[src/rtl/exibe_sequencia.sv]
// exibe_sequencia: plays the stored color sequence back on the LEDs.
// Walks ROM addresses 0..limite; each value is lit for T_LIGADO cycles,
// followed by T_DESLIGADO dark cycles. pronto pulses once when the show ends.
//
// state   | meaning
// --------+--------------------------------------------------------------
// INICIAL | idle, endereco=0, waits for iniciar
// CARREGA | ROM data valid for endereco, captured into display register
// MOSTRA  | display register on leds for T_LIGADO cycles
// APAGA   | leds dark for T_DESLIGADO cycles, then advance or finish
// PROXIMO | new address presented to the ROM
// FIM     | pronto=1 for one cycle, then back to INICIAL
module exibe_sequencia #(
    parameter int T_LIGADO    = 1000,
    parameter int T_DESLIGADO = 250
) (
    input  logic       clock,
    input  logic       reset,
    input  logic       iniciar,
    input  logic [3:0] limite,
    input  logic [3:0] dado,
    output logic [3:0] endereco,
    output logic [3:0] leds,
    output logic       ocupado,
    output logic       pronto,
    output logic [3:0] db_estado
);

    localparam int T_MAX = (T_LIGADO > T_DESLIGADO) ? T_LIGADO : T_DESLIGADO;
    localparam int TW    = (T_MAX > 1) ? $clog2(T_MAX) : 1;

    localparam logic [TW-1:0] FIM_LIGADO    = TW'(T_LIGADO - 1);
    localparam logic [TW-1:0] FIM_DESLIGADO = TW'(T_DESLIGADO - 1);

    typedef enum logic [3:0] {
        INICIAL = 4'd0,
        CARREGA = 4'd1,
        MOSTRA  = 4'd2,
        APAGA   = 4'd3,
        PROXIMO = 4'd4,
        FIM     = 4'd5
    } estado_t;

    estado_t       estado;
    estado_t       proximo_estado;
    logic [TW-1:0] timer;
    logic [3:0]    limite_r;
    logic [3:0]    valor;

    logic fim_ligado;
    logic fim_desligado;
    logic ultimo;

    assign fim_ligado    = (timer == FIM_LIGADO);
    assign fim_desligado = (timer == FIM_DESLIGADO);
    assign ultimo        = (endereco == limite_r);
    assign db_estado     = estado;

    // State register; reset has priority over everything else.
    always_ff @(posedge clock) begin
        if (reset) begin
            estado <= INICIAL;
        end else begin
            estado <= proximo_estado;
        end
    end

    // Next-state and state-decoded outputs.
    always_comb begin
        proximo_estado = INICIAL;
        leds           = 4'd0;
        ocupado        = (estado != INICIAL);
        pronto         = (estado == FIM);
        case (estado)
            INICIAL: proximo_estado = iniciar ? CARREGA : INICIAL;
            CARREGA: proximo_estado = MOSTRA;
            MOSTRA: begin
                leds           = valor;
                proximo_estado = fim_ligado ? APAGA : MOSTRA;
            end
            APAGA: begin
                if (fim_desligado) begin
                    proximo_estado = ultimo ? FIM : PROXIMO;
                end else begin
                    proximo_estado = APAGA;
                end
            end
            PROXIMO: proximo_estado = CARREGA;
            FIM:     proximo_estado = INICIAL;
            default: proximo_estado = INICIAL;
        endcase
    end

    // Address, timer, latched limit and display register.
    always_ff @(posedge clock) begin
        if (reset) begin
            endereco <= 4'd0;
            timer    <= '0;
            limite_r <= 4'd0;
            valor    <= 4'd0;
        end else begin
            case (estado)
                INICIAL: begin
                    endereco <= 4'd0;
                    timer    <= '0;
                    if (iniciar) begin
                        limite_r <= limite;
                    end
                end
                CARREGA: begin
                    valor <= dado;
                    timer <= '0;
                end
                MOSTRA: begin
                    timer <= fim_ligado ? '0 : timer + 1'b1;
                end
                APAGA: begin
                    if (fim_desligado) begin
                        timer <= '0;
                        // the last address is kept so endereco never wraps past limite
                        if (!ultimo) begin
                            endereco <= endereco + 4'd1;
                        end
                    end else begin
                        timer <= timer + 1'b1;
                    end
                end
                PROXIMO: timer <= '0;
                FIM: begin
                    endereco <= 4'd0;
                    timer    <= '0;
                end
                default: begin
                    endereco <= 4'd0;
                    timer    <= '0;
                end
            endcase
        end
    end

endmodule

[config.mk]
export PLATFORM = sky130hd
export DESIGN_NAME = exibe_sequencia
export DESIGN_NICKNAME = d
export VERILOG_FILES = /design/src/rtl/exibe_sequencia.sv
export SDC_FILE = /design/constraint.sdc
export NUM_CORES = 1
export LEC_CHECK = 0
export BUFFER_PORTS_ARGS = -buffer_cell sky130_fd_sc_hd__buf_2
export CAP_MARGIN = 5
export CORE_MARGIN = 3
export CORE_UTILIZATION = 40
export DETAILED_ROUTE_END_ITERATION = 6
export PLACE_DENSITY = 0.7
export SYNTH_ARGS = -nofsm -noshare
export SYNTH_HDL_FRONTEND = slang
export SYNTH_SLANG_ARGS = --single-unit
[constraint.sdc]
create_clock -name clock -period 3.46 [get_ports clock]
set_input_delay 0.692 -clock clock [delete_from_list [all_inputs] [get_ports clock]]
set_output_delay 0.692 -clock clock [all_outputs]
set_load 0.01 [all_outputs]
==> results.json, run 1 <==
{
  "status": "complete, no violations",
  "min_from": "timer[0]$_SDFF_PP0_",
  "p_per_area_nw_per_um2": 363,
  "num-fill-cells": 297,
  "avgSynthCellArea_um2": 9.04,
  "slew_headroom_pct": 51.4,
  "gp_congestion": 0.758,
  "root_buffer": "clkbuf_4",
  "design_area_um2": 1380,
  "num_rows": 19,
  "drv_cap": 0,
  "worst_pin_slew_ns": 0.728,
  "grt_pass1_wl_mm": 3.85,
  "finalCriticalPeriod_ns": 2.33,
  "core_area_um2": 2850,
  "slowest_stage": "dfxtp_1",
  "ys_seq_elements": 25,
  "synth_top_family_by_area": "simple AND/OR/NAND/NOR gates",
  "crit_type": "flop to output pin",
  "cpPeakStageDelay_ns": 0.50,
  "numCtsBuffers": 3,
  "worst_slack_ns": 1.13,
  "syn_area_um2": 1230,
  "register_area_um2": 500,
  "post-route-period-util_pct": 67.3,
  "finalPower_w": 0.000500,
  "vias": 984,
  "remaining_drc_errors": 0,
  "grt_pass1_vias": 933,
  "syn_inst": 136,
  "cp-end-kind": "output pin",
  "clkTransAtPathRegs_ns": 0.14,
  "cts_tree": "yes",
  "reg2reg_from": "timer[0]$_SDFF_PP0_",
  "cp-start-kind": "flop",
  "clock_skew_ns": 0.0107,
  "clk_latency_ns": 0.32,
  "drt-initial-drc-count": 36,
  "path_buf_inv": 1,
  "synth_compound_gate_area_share_pct": 6.21,
  "clockBufferDepth": 2,
  "drive_above_1_share_pct": 21.5,
  "worstHoldEndpoint": "timer[0]$_SDFF_PP0_",
  "cts.sinks": 25,
  "crit_fanout": 9,
  "ios": 25,
  "reg2reg_depth": 6,
  "setup_tns_ns": 0,
  "hpwl_mm": 1.85,
  "cts-resized-gates": 0,
  "fin_hold_ws_ns": 0.491,
  "vias_per_cell": 5.21,
  "dp_slack_ns": 1.42,
  "drt-pass1-iter-count": 4,
  "finalSetupViolCount": 0,
  "slew_viol_final": 0,
  "r2r_slack_ns": 1.42,
  "reg2reg_to": "endereco[0]$_SDFFE_PP0P_",
  "die-height_um": 61.5,
  "crit_family": "simple AND/OR/NAND/NOR gates",
  "synthAdderAreaFrac_pct": 3.05,
  "ir_worst_vdd_uv": 223,
  "diodes": 0,
  "placedInstanceArea_um2": 1350,
  "routed_wl_mm": 2.36,
  "fmax_mhz": 430,
  "die_w_um": 61.5,
  "cp_cell_sequence": "nor3b_1, and2_1, buf_2",
  "hold_viol_final": 0,
  "yosysUniqueCellTypes": 39,
  "multiInputGateArea_um2": 681,
  "syn2layout_area_growth_pct": 12.0,
  "synthMuxAreaShare_pct": 8.55,
  "yosysSeqAreaShare_pct": 40.7,
  "grt_max_degree": 20,
  "hold_class": "flop to flop",
  "required_ns": 2.77,
  "arrival_ns": 1.64,
  "port_buffers": 23,
  "p_leak_nw": 0.577,
  "ant_nets": 0,
  "antenna_found_initial": 0,
  "post-cts-setup-buffers": 0,
  "synth-simple-area-share_pct": 28.7,
  "ctsHtreeMaxLevel": 1,
  "start_util_pct": 43.1,
  "ctsHoldBuffers": 0,
  "grt_remaining_overflow": 0,
  "yosys_warnings": 0,
  "grt_use_total_pct": 13.4,
  "synth_xor_area_share_pct": 8.55,
  "die-area_um2": 3780,
  "nets": 173,
  "rsz0062_at_grt": "false",
  "wl_per_cell_um": 12.5,
  "min_path_cells": 1,
  "synth_nets": 150
}
## where the power goes
part / internal (W) / leakage [nW] / switching (W)
sequential: 0.000297 / 0.203 / 0.00000932
combinational: 0.0000290 / 0.356 / 0.0000346
clock: 0.0000432 / 0.0177 / 0.0000860
total: 0.000370 / 0.577 / 0.000130
## synthesized netlist by cell type, drive strengths merged
library cell / instances / area (um2)
dfxtp: 25 / 500
nor2: 24 / 90.1
mux2i: 9 / 90.1
nand2: 9 / 36.3
xnor2: 6 / 52.6
xor2: 6 / 52.6
and2: 5 / 31.3
nand3: 5 / 25.0
nor3: 5 / 25.0
buf: 4 / 23.8
inv: 4 / 15.0
ha: 3 / 37.5
nor3b: 3 / 22.5
a21oi: 2 / 10.0
and3b: 2 / 18.8
nand2b: 2 / 12.5
nand3b: 2 / 15.0
nand4: 2 / 12.5
nor2b: 2 / 12.5
or3: 2 / 17.5
a21o: 1 / 7.51
a311oi: 1 / 8.76
a31o: 1 / 8.76
a32oi: 1 / 8.76
and2b: 1 / 8.76
and3: 1 / 7.51
clkdlybuf4s18: 1 / 10.0
conb: 1 / 3.75
mux2: 1 / 15.0
o211ai: 1 / 7.51
o21ai: 1 / 16.3
o2bb2ai: 1 / 8.76
or4: 1 / 7.51
or4b: 1 / 10.0
## worst max path at each step
stage                               end  cells past startpoint  slack, ns                    start
2_1_floorplan  endereco[0]$_SDFFE_PP0P_                      6       1.52      timer[0]$_SDFF_PP0_
3_3_place_gp   endereco[0]$_SDFFE_PP0P_                      6       1.47      timer[0]$_SDFF_PP0_
3_5_place_dp   endereco[0]$_SDFFE_PP0P_                      6       1.42      timer[0]$_SDFF_PP0_
4_1_cts                         leds[1]                      3       1.10  db_estado[1]$_SDFF_PP0_
5_1_grt                         leds[0]                      3       0.99  db_estado[1]$_SDFF_PP0_
6_report                        leds[1]                      3       1.13  db_estado[1]$_SDFF_PP0_
## layout make-up
class | instances | share of cell area [%]
Multi-Input combinational cell | 102 | 49.4
Tap cell | 31 | 2.82
Inverter | 4 | 1.09
Sequential cell | 25 | 36.3
Clock inverter | 1 | 0.363
Clock buffer | 3 | 1.63
Timing Repair Buffer | 23 | 8.36
## flip-flops by register name (all words and copies together), names as in the netlist
name / count
endereco: 4
valor: 4
limite_r: 4
timer: 10
db_estado: 3
## cell families (layout without fill, tap and decap cells)
group | count (synthesis) | after routing
compound gates | 9 | 9
xor+xnor | 12 | 12
fa+ha+maj | 3 | 3
buf+inv | 9 | 31
flops | 25 | 25
mux | 10 | 10
other cells | 1 | 1
simple gates | 67 | 67
## through the flow
stage               cells  utilization (%)
floorplan             136                -
global placement      185             47.3
detailed placement    185             47.3
CTS                   189             48.3
global route          189             48.3
finish                189             48.3
## layout by cell type (no fill, tap or decap), types with 4 or more instances in the layout
cell type,count
dfxtp_1,25
and2_1,5
nor3_1,5
nand2_1,8
xor2_1,6
nor2_1,24
nand3_1,5
xnor2_1,6
buf_2,23
inv_1,4
mux2i_1,9
## layer usage
metal	GRT usage [%]	vias up	share of wire (%)
met2	25.5	13	52
met5	0	-	0
li1	-	503	-
met1	14.7	466	43
met3	3.77	2	3.7
met4	2.73	0	0.55
(Power assumes the default switching activity.)
==> run 2, diff against run 1 <==
Settings changed: PLACE_DENSITY 0.7 to 0.73.
Clock period 3.46 ns to 1.9 ns, I/O delays scaled along.
==> results.json, run 2 (synthesis results as in run 1) <==
{
  "status": "finished, violations left",
  "violations": "negative setup slack",
  "rsz0062_at_grt": "true",
  "clkTransAtPathRegs_ns": 0.14,
  "cts.sinks": 25,
  "required_ns": 2.12,
  "hold_class": "primary input to flop",
  "port_buffers": 23,
  "crit_family": "simple AND/OR/NAND/NOR gates",
  "use_met3_pct": 5.03,
  "root_buffer": "clkbuf_4",
  "grt_pass1_vias": 1012,
  "hold_viol_final": 0,
  "fmax_mhz": 513,
  "post-route-period-util_pct": 103,
  "core_area_um2": 2850,
  "slowest_stage": "or4b_4",
  "gp_congestion": 0.785,
  "ios": 25,
  "die-area_um2": 3780,
  "die-height_um": 61.5,
  "die_w_um": 61.5,
  "wl_per_cell_um": 12.7,
  "slew_viol_final": 0,
  "worst_slack_ns": -0.0492,
  "switchingPower_w": 0.000246,
  "finalSetupViolCount": 2,
  "ir_worst_vdd_uv": 357,
  "crit_fanout": 3,
  "clock_skew_ns": 0.00837,
  "fin_hold_ws_ns": 0.292,
  "grt_max_degree": 20,
  "cts_tree": "yes",
  "final_common_cell": "nor2_1",
  "vias": 1028,
  "busiest_layer": "met2",
  "ctsHtreeMaxLevel": 1,
  "path_buf_inv": 1,
  "numCtsBuffers": 3,
  "hpwl_mm": 1.95,
  "p_per_area_nw_per_um2": 631,
  "syn2layout_area_growth_pct": 21.9,
  "diodes": 0,
  "ant_nets": 0,
  "cp-end-kind": "flop",
  "clockBufferDepth": 2,
  "largest_register_ffs": 10,
  "top_register": "timer",
  "num-fill-cells": 269,
  "p_leak_nw": 0.648,
  "grt_remaining_overflow": 0,
  "ctsHoldBuffers": 0,
  "instances_no_fill": 201,
  "internal_power_w": 0.000699,
  "crit_type": "flop to flop",
  "p_seq_share_pct": 58.8,
  "nets": 185,
  "arrival_ns": 2.17,
  "power_frac_clock_pct": 25.2,
  "drive_above_1_share_pct": 31.2,
  "use_met1_pct": 15.4,
  "layout_common_cells": "nor2_1, dfxtp_1, buf_2",
  "pwr-share-comb_pct": 16.0,
  "cp_cell_sequence": "inv_2, ha_4, or4b_4, or3_4, o21ai_4, nand2_2, mux2_4",
  "grt_pass1_wl_mm": 4.13,
  "start_util_pct": 43.1,
  "remaining_drc_errors": 0,
  "swShare_pct": 26.1,
  "drt-pass1-iter-count": 4,
  "dp_cells": 196,
  "drt-initial-drc-count": 30,
  "finalCriticalPeriod_ns": 1.95,
  "routed_wl_mm": 2.55,
  "drv_cap": 0,
  "num_rows": 19,
  "cpPeakStageDelay_ns": 0.44,
  "finalPower_w": 0.000945,
  "grt_use_total_pct": 14.6,
  "vias_per_cell": 5.11,
  "clk_latency_ns": 0.32,
  "antenna_found_initial": 0,
  "globalRouteMet2Util_pct": 29.0,
  "cp-start-kind": "flop"
}
run 2: layout make-up:
class / count / area (um2) / area share (%)
multi-input combinational: 102 / 709 / 47.3
clock inverter: 1 / 5.00 / 0.334
timing repair buffer: 35 / 205 / 13.7
inverter: 4 / 15.0 / 1.00
tap: 31 / 38.8 / 2.59
sequential: 25 / 503 / 33.6
clock buffer: 3 / 22.5 / 1.50
run 2: worst reg2reg max path: cells and delay by family, from the launching register on:
family / cells / cell delay (ns)
AO/OA/AOI/OAI: 1 / 0.16
adder cells (fa/ha/maj): 1 / 0.11
buffers and inverters: 1 / 0.06
flip-flops: 1 / 0.35
multiplexers: 1 / 0.30
AND/OR/NAND/NOR: 3 / 0.88
run 2: final timing paths:
kind	to	slack, ns	cells after the start	from
hold reg to reg	valor[2]$_SDFFE_PP0P_	0.52	2	valor[2]$_SDFFE_PP0P_
setup reg to reg	endereco[0]$_SDFFE_PP0P_	-0.05	7	timer[1]$_SDFF_PP0_
setup / recovery	endereco[0]$_SDFFE_PP0P_	-0.05	7	timer[1]$_SDFF_PP0_
hold / removal	valor[2]$_SDFFE_PP0P_	0.29	3	dado[2]
run 2: power groups by stage:
stage	Combinational [W]	Clock, W	Sequential [W]
3_3_place_gp	0.000140	0	0.000565
4_1_cts	0.000146	0.000247	0.000555
3_5_place_dp	0.000145	0	0.000566
5_1_grt	0.000166	0.000267	0.000559
6_report	0.000151	0.000238	0.000556
2_1_floorplan	0.0000875	0	0.000567
run 2: what timing repair did:
item                                    4_1_cts  5_1_grt
buffers inserted                              0        1
resized for setup                             2        7
endpoints found under the setup margin        5       16
run 2: per-stage QoR:
| step | cell area [um2] | util (%) | setup TNS (ns) | worst slack [ns] |
|---|---|---|---|---|
| finish | 1500 | 52.5 | -0.0553 | -0.0492 |
| global placement | 1430 | 50.2 | 0 | 0.0239 |
| floorplan | 1230 | - | -0.0363 | -0.0363 |
| global route | 1500 | 52.5 | -0.344 | -0.123 |
| detailed placement | 1430 | 50.2 | -0.00548 | -0.00548 |
| CTS | 1470 | 51.4 | -0.0334 | -0.0334 |
run 2: layer usage:
| layer | up-vias | part of all wire, % | wire length [um] |
|---|---|---|---|
| met3 | 0 | 3.8 | 97 |
| li1 | 525 | - | - |
| met5 | - | 0 | 0 |
| met2 | 17 | 51 | 1310 |
| met1 | 486 | 45 | 1140 |
| met4 | 0 | 0 | 0 |
==> run 3, diff against run 2 <==
Settings changed: TNS_END_PERCENT set to 5.
==> results.json, run 3 (synthesis results as in run 1) <==
{
  "status": "finished, violations left",
  "violations": "negative setup slack",
  "hold_viol_final": 0,
  "final_common_cell": "nor2_1",
  "gp_congestion": 0.785,
  "routed_wl_mm": 2.51,
  "ir_worst_vdd_uv": 356,
  "post-route-period-util_pct": 101,
  "slew_viol_final": 0,
  "reg2reg_depth": 7,
  "largest_register_ffs": 10,
  "crit_fanout": 3,
  "vias_per_cell": 5.14,
  "cp_cell_sequence": "inv_1, ha_1, or4b_1, or3_4, o21ai_4, nand2_2, mux2_4",
  "ctsHtreeMaxLevel": 1,
  "register_area_um2": 504,
  "finalPower_w": 0.000938,
  "drv_cap": 0,
  "die-area_um2": 3780,
  "worstHoldEndpoint": "valor[2]$_SDFFE_PP0P_",
  "grt_use_total_pct": 14.6,
  "fmax_mhz": 519,
  "hold_class": "primary input to flop",
  "rsz0062_at_grt": "true",
  "internal_power_w": 0.000695,
  "clkTransAtPathRegs_ns": 0.14,
  "instances_no_fill": 200,
  "top_register": "timer",
  "p_leak_nw": 0.639,
  "grt_pass1_wl_mm": 4.13,
  "vias": 1027,
  "min_path_cells": 3,
  "drive_above_1_share_pct": 29.6,
  "syn2layout_area_growth_pct": 20.0,
  "switchingPower_w": 0.000244,
  "p_seq_share_pct": 59.2,
  "remaining_drc_errors": 0,
  "p_per_area_nw_per_um2": 636,
  "die_w_um": 61.5,
  "dp_cells": 196,
  "cp-end-kind": "flop",
  "ios": 25,
  "worst_slack_ns": -0.0260,
  "reg2reg_to": "endereco[0]$_SDFFE_PP0P_",
  "cts_tree": "yes",
  "clk_latency_ns": 0.32,
  "clockBufferDepth": 2,
  "arrival_ns": 2.15,
  "root_buffer": "clkbuf_4",
  "grt_pass1_vias": 1012,
  "crit_type": "flop to flop",
  "hpwl_mm": 1.95,
  "postLayoutCoreUtil_pct": 51.8,
  "grt_remaining_overflow": 0,
  "power_frac_clock_pct": 25.2,
  "finalSetupViolCount": 1,
  "clock_skew_ns": 0.00828,
  "numCtsBuffers": 3,
  "layout_common_cells": "nor2_1, buf_2, dfxtp_1",
  "ant_nets": 0,
  "nets": 184,
  "drt-pass1-iter-count": 4,
  "pwr-share-comb_pct": 15.6,
  "multiInputGateArea_um2": 693,
  "slowest_stage": "or4b_1",
  "cp-start-kind": "flop",
  "reg2reg_from": "timer[1]$_SDFF_PP0_",
  "min_from": "dado[2]",
  "port_buffers": 23,
  "r2r_slack_ns": -0.03,
  "grt_max_degree": 20,
  "required_ns": 2.12,
  "swShare_pct": 26.0,
  "num_rows": 19,
  "start_util_pct": 43.1,
  "wl_per_cell_um": 12.5,
  "die-height_um": 61.5,
  "finalCriticalPeriod_ns": 1.93,
  "core_area_um2": 2850,
  "drt-initial-drc-count": 30,
  "ctsHoldBuffers": 0,
  "num-fill-cells": 267,
  "antenna_found_initial": 0,
  "cpPeakStageDelay_ns": 0.42,
  "cts.sinks": 25,
  "diodes": 0
}
[run 3: through the flow]
stage	TNS (ns)	hold slack [ns]	setup slack (ns)	area, um2
after floorplan	-0.0363	0.429	-0.0363	1230
after global placement	0	0.466	0.0239	1430
after detailed placement	-0.00548	0.494	-0.00548	1430
after CTS	-0.0334	0.283	-0.0334	1470
after global routing	-0.332	0.282	-0.120	1480
final	-0.0260	0.293	-0.0260	1480
[run 3: per-layer routing]
metal / wire, um / track usage [%] / vias to the layer above
li1: - / - / 523
met1: 1100 / 15.4 / 485
met2: 1300 / 29.0 / 19
met3: 107 / 5.03 / 0
met4: 0 / 0.909 / 0
met5: 0 / 0 / -
[run 3: worst max-delay path, delay by kind of cell, from the launching register on]
kind,cells,cell delay [ns]
AND/OR/NAND/NOR,3,0.86
flip-flops,1,0.34
multiplexers,1,0.30
AO/OA/AOI/OAI,1,0.16
adder cells (fa/ha/maj),1,0.12
buffers and inverters,1,0.04
[run 3: power groups by stage]
stage	clock network (W)	registers (W)	logic [W]
after detailed placement	0	0.000566	0.000145
after floorplan	0	0.000567	0.0000875
after global placement	0	0.000565	0.000140
after global routing	0.000267	0.000559	0.000161
final	0.000237	0.000555	0.000147
after CTS	0.000247	0.000555	0.000146
[run 3: layout make-up]
type / count / area share (%)
clock buffer: 3 / 1.53
clock inverter: 1 / 0.339
inverter: 4 / 1.02
multi-input combinational: 102 / 46.9
sequential: 25 / 34.2
tap: 31 / 2.63
timing repair buffer: 34 / 13.4
[run 3: timing repair]
item | 4_1_cts | 5_1_grt
gates resized for setup | 2 | 4
setup endpoints to repair | 5 | 16
buffers inserted | 0 | 0
pin swaps | 0 | 0
[run 3: worst max path at each step]
| stage | from | endpoint | slack [ns] | cells past startpoint |
|---|---|---|---|---|
| after floorplan | timer[0]$_SDFF_PP0_ | endereco[0]$_SDFFE_PP0P_ | -0.04 | 6 |
| after global placement | timer[1]$_SDFF_PP0_ | endereco[0]$_SDFFE_PP0P_ | 0.02 | 7 |
| after detailed placement | timer[1]$_SDFF_PP0_ | endereco[0]$_SDFFE_PP0P_ | -0.005 | 7 |
| after CTS | timer[1]$_SDFF_PP0_ | endereco[0]$_SDFFE_PP0P_ | -0.03 | 7 |
| after global routing | timer[1]$_SDFF_PP0_ | endereco[0]$_SDFFE_PP0P_ | -0.12 | 7 |
| final | timer[1]$_SDFF_PP0_ | endereco[0]$_SDFFE_PP0P_ | -0.03 | 7 |
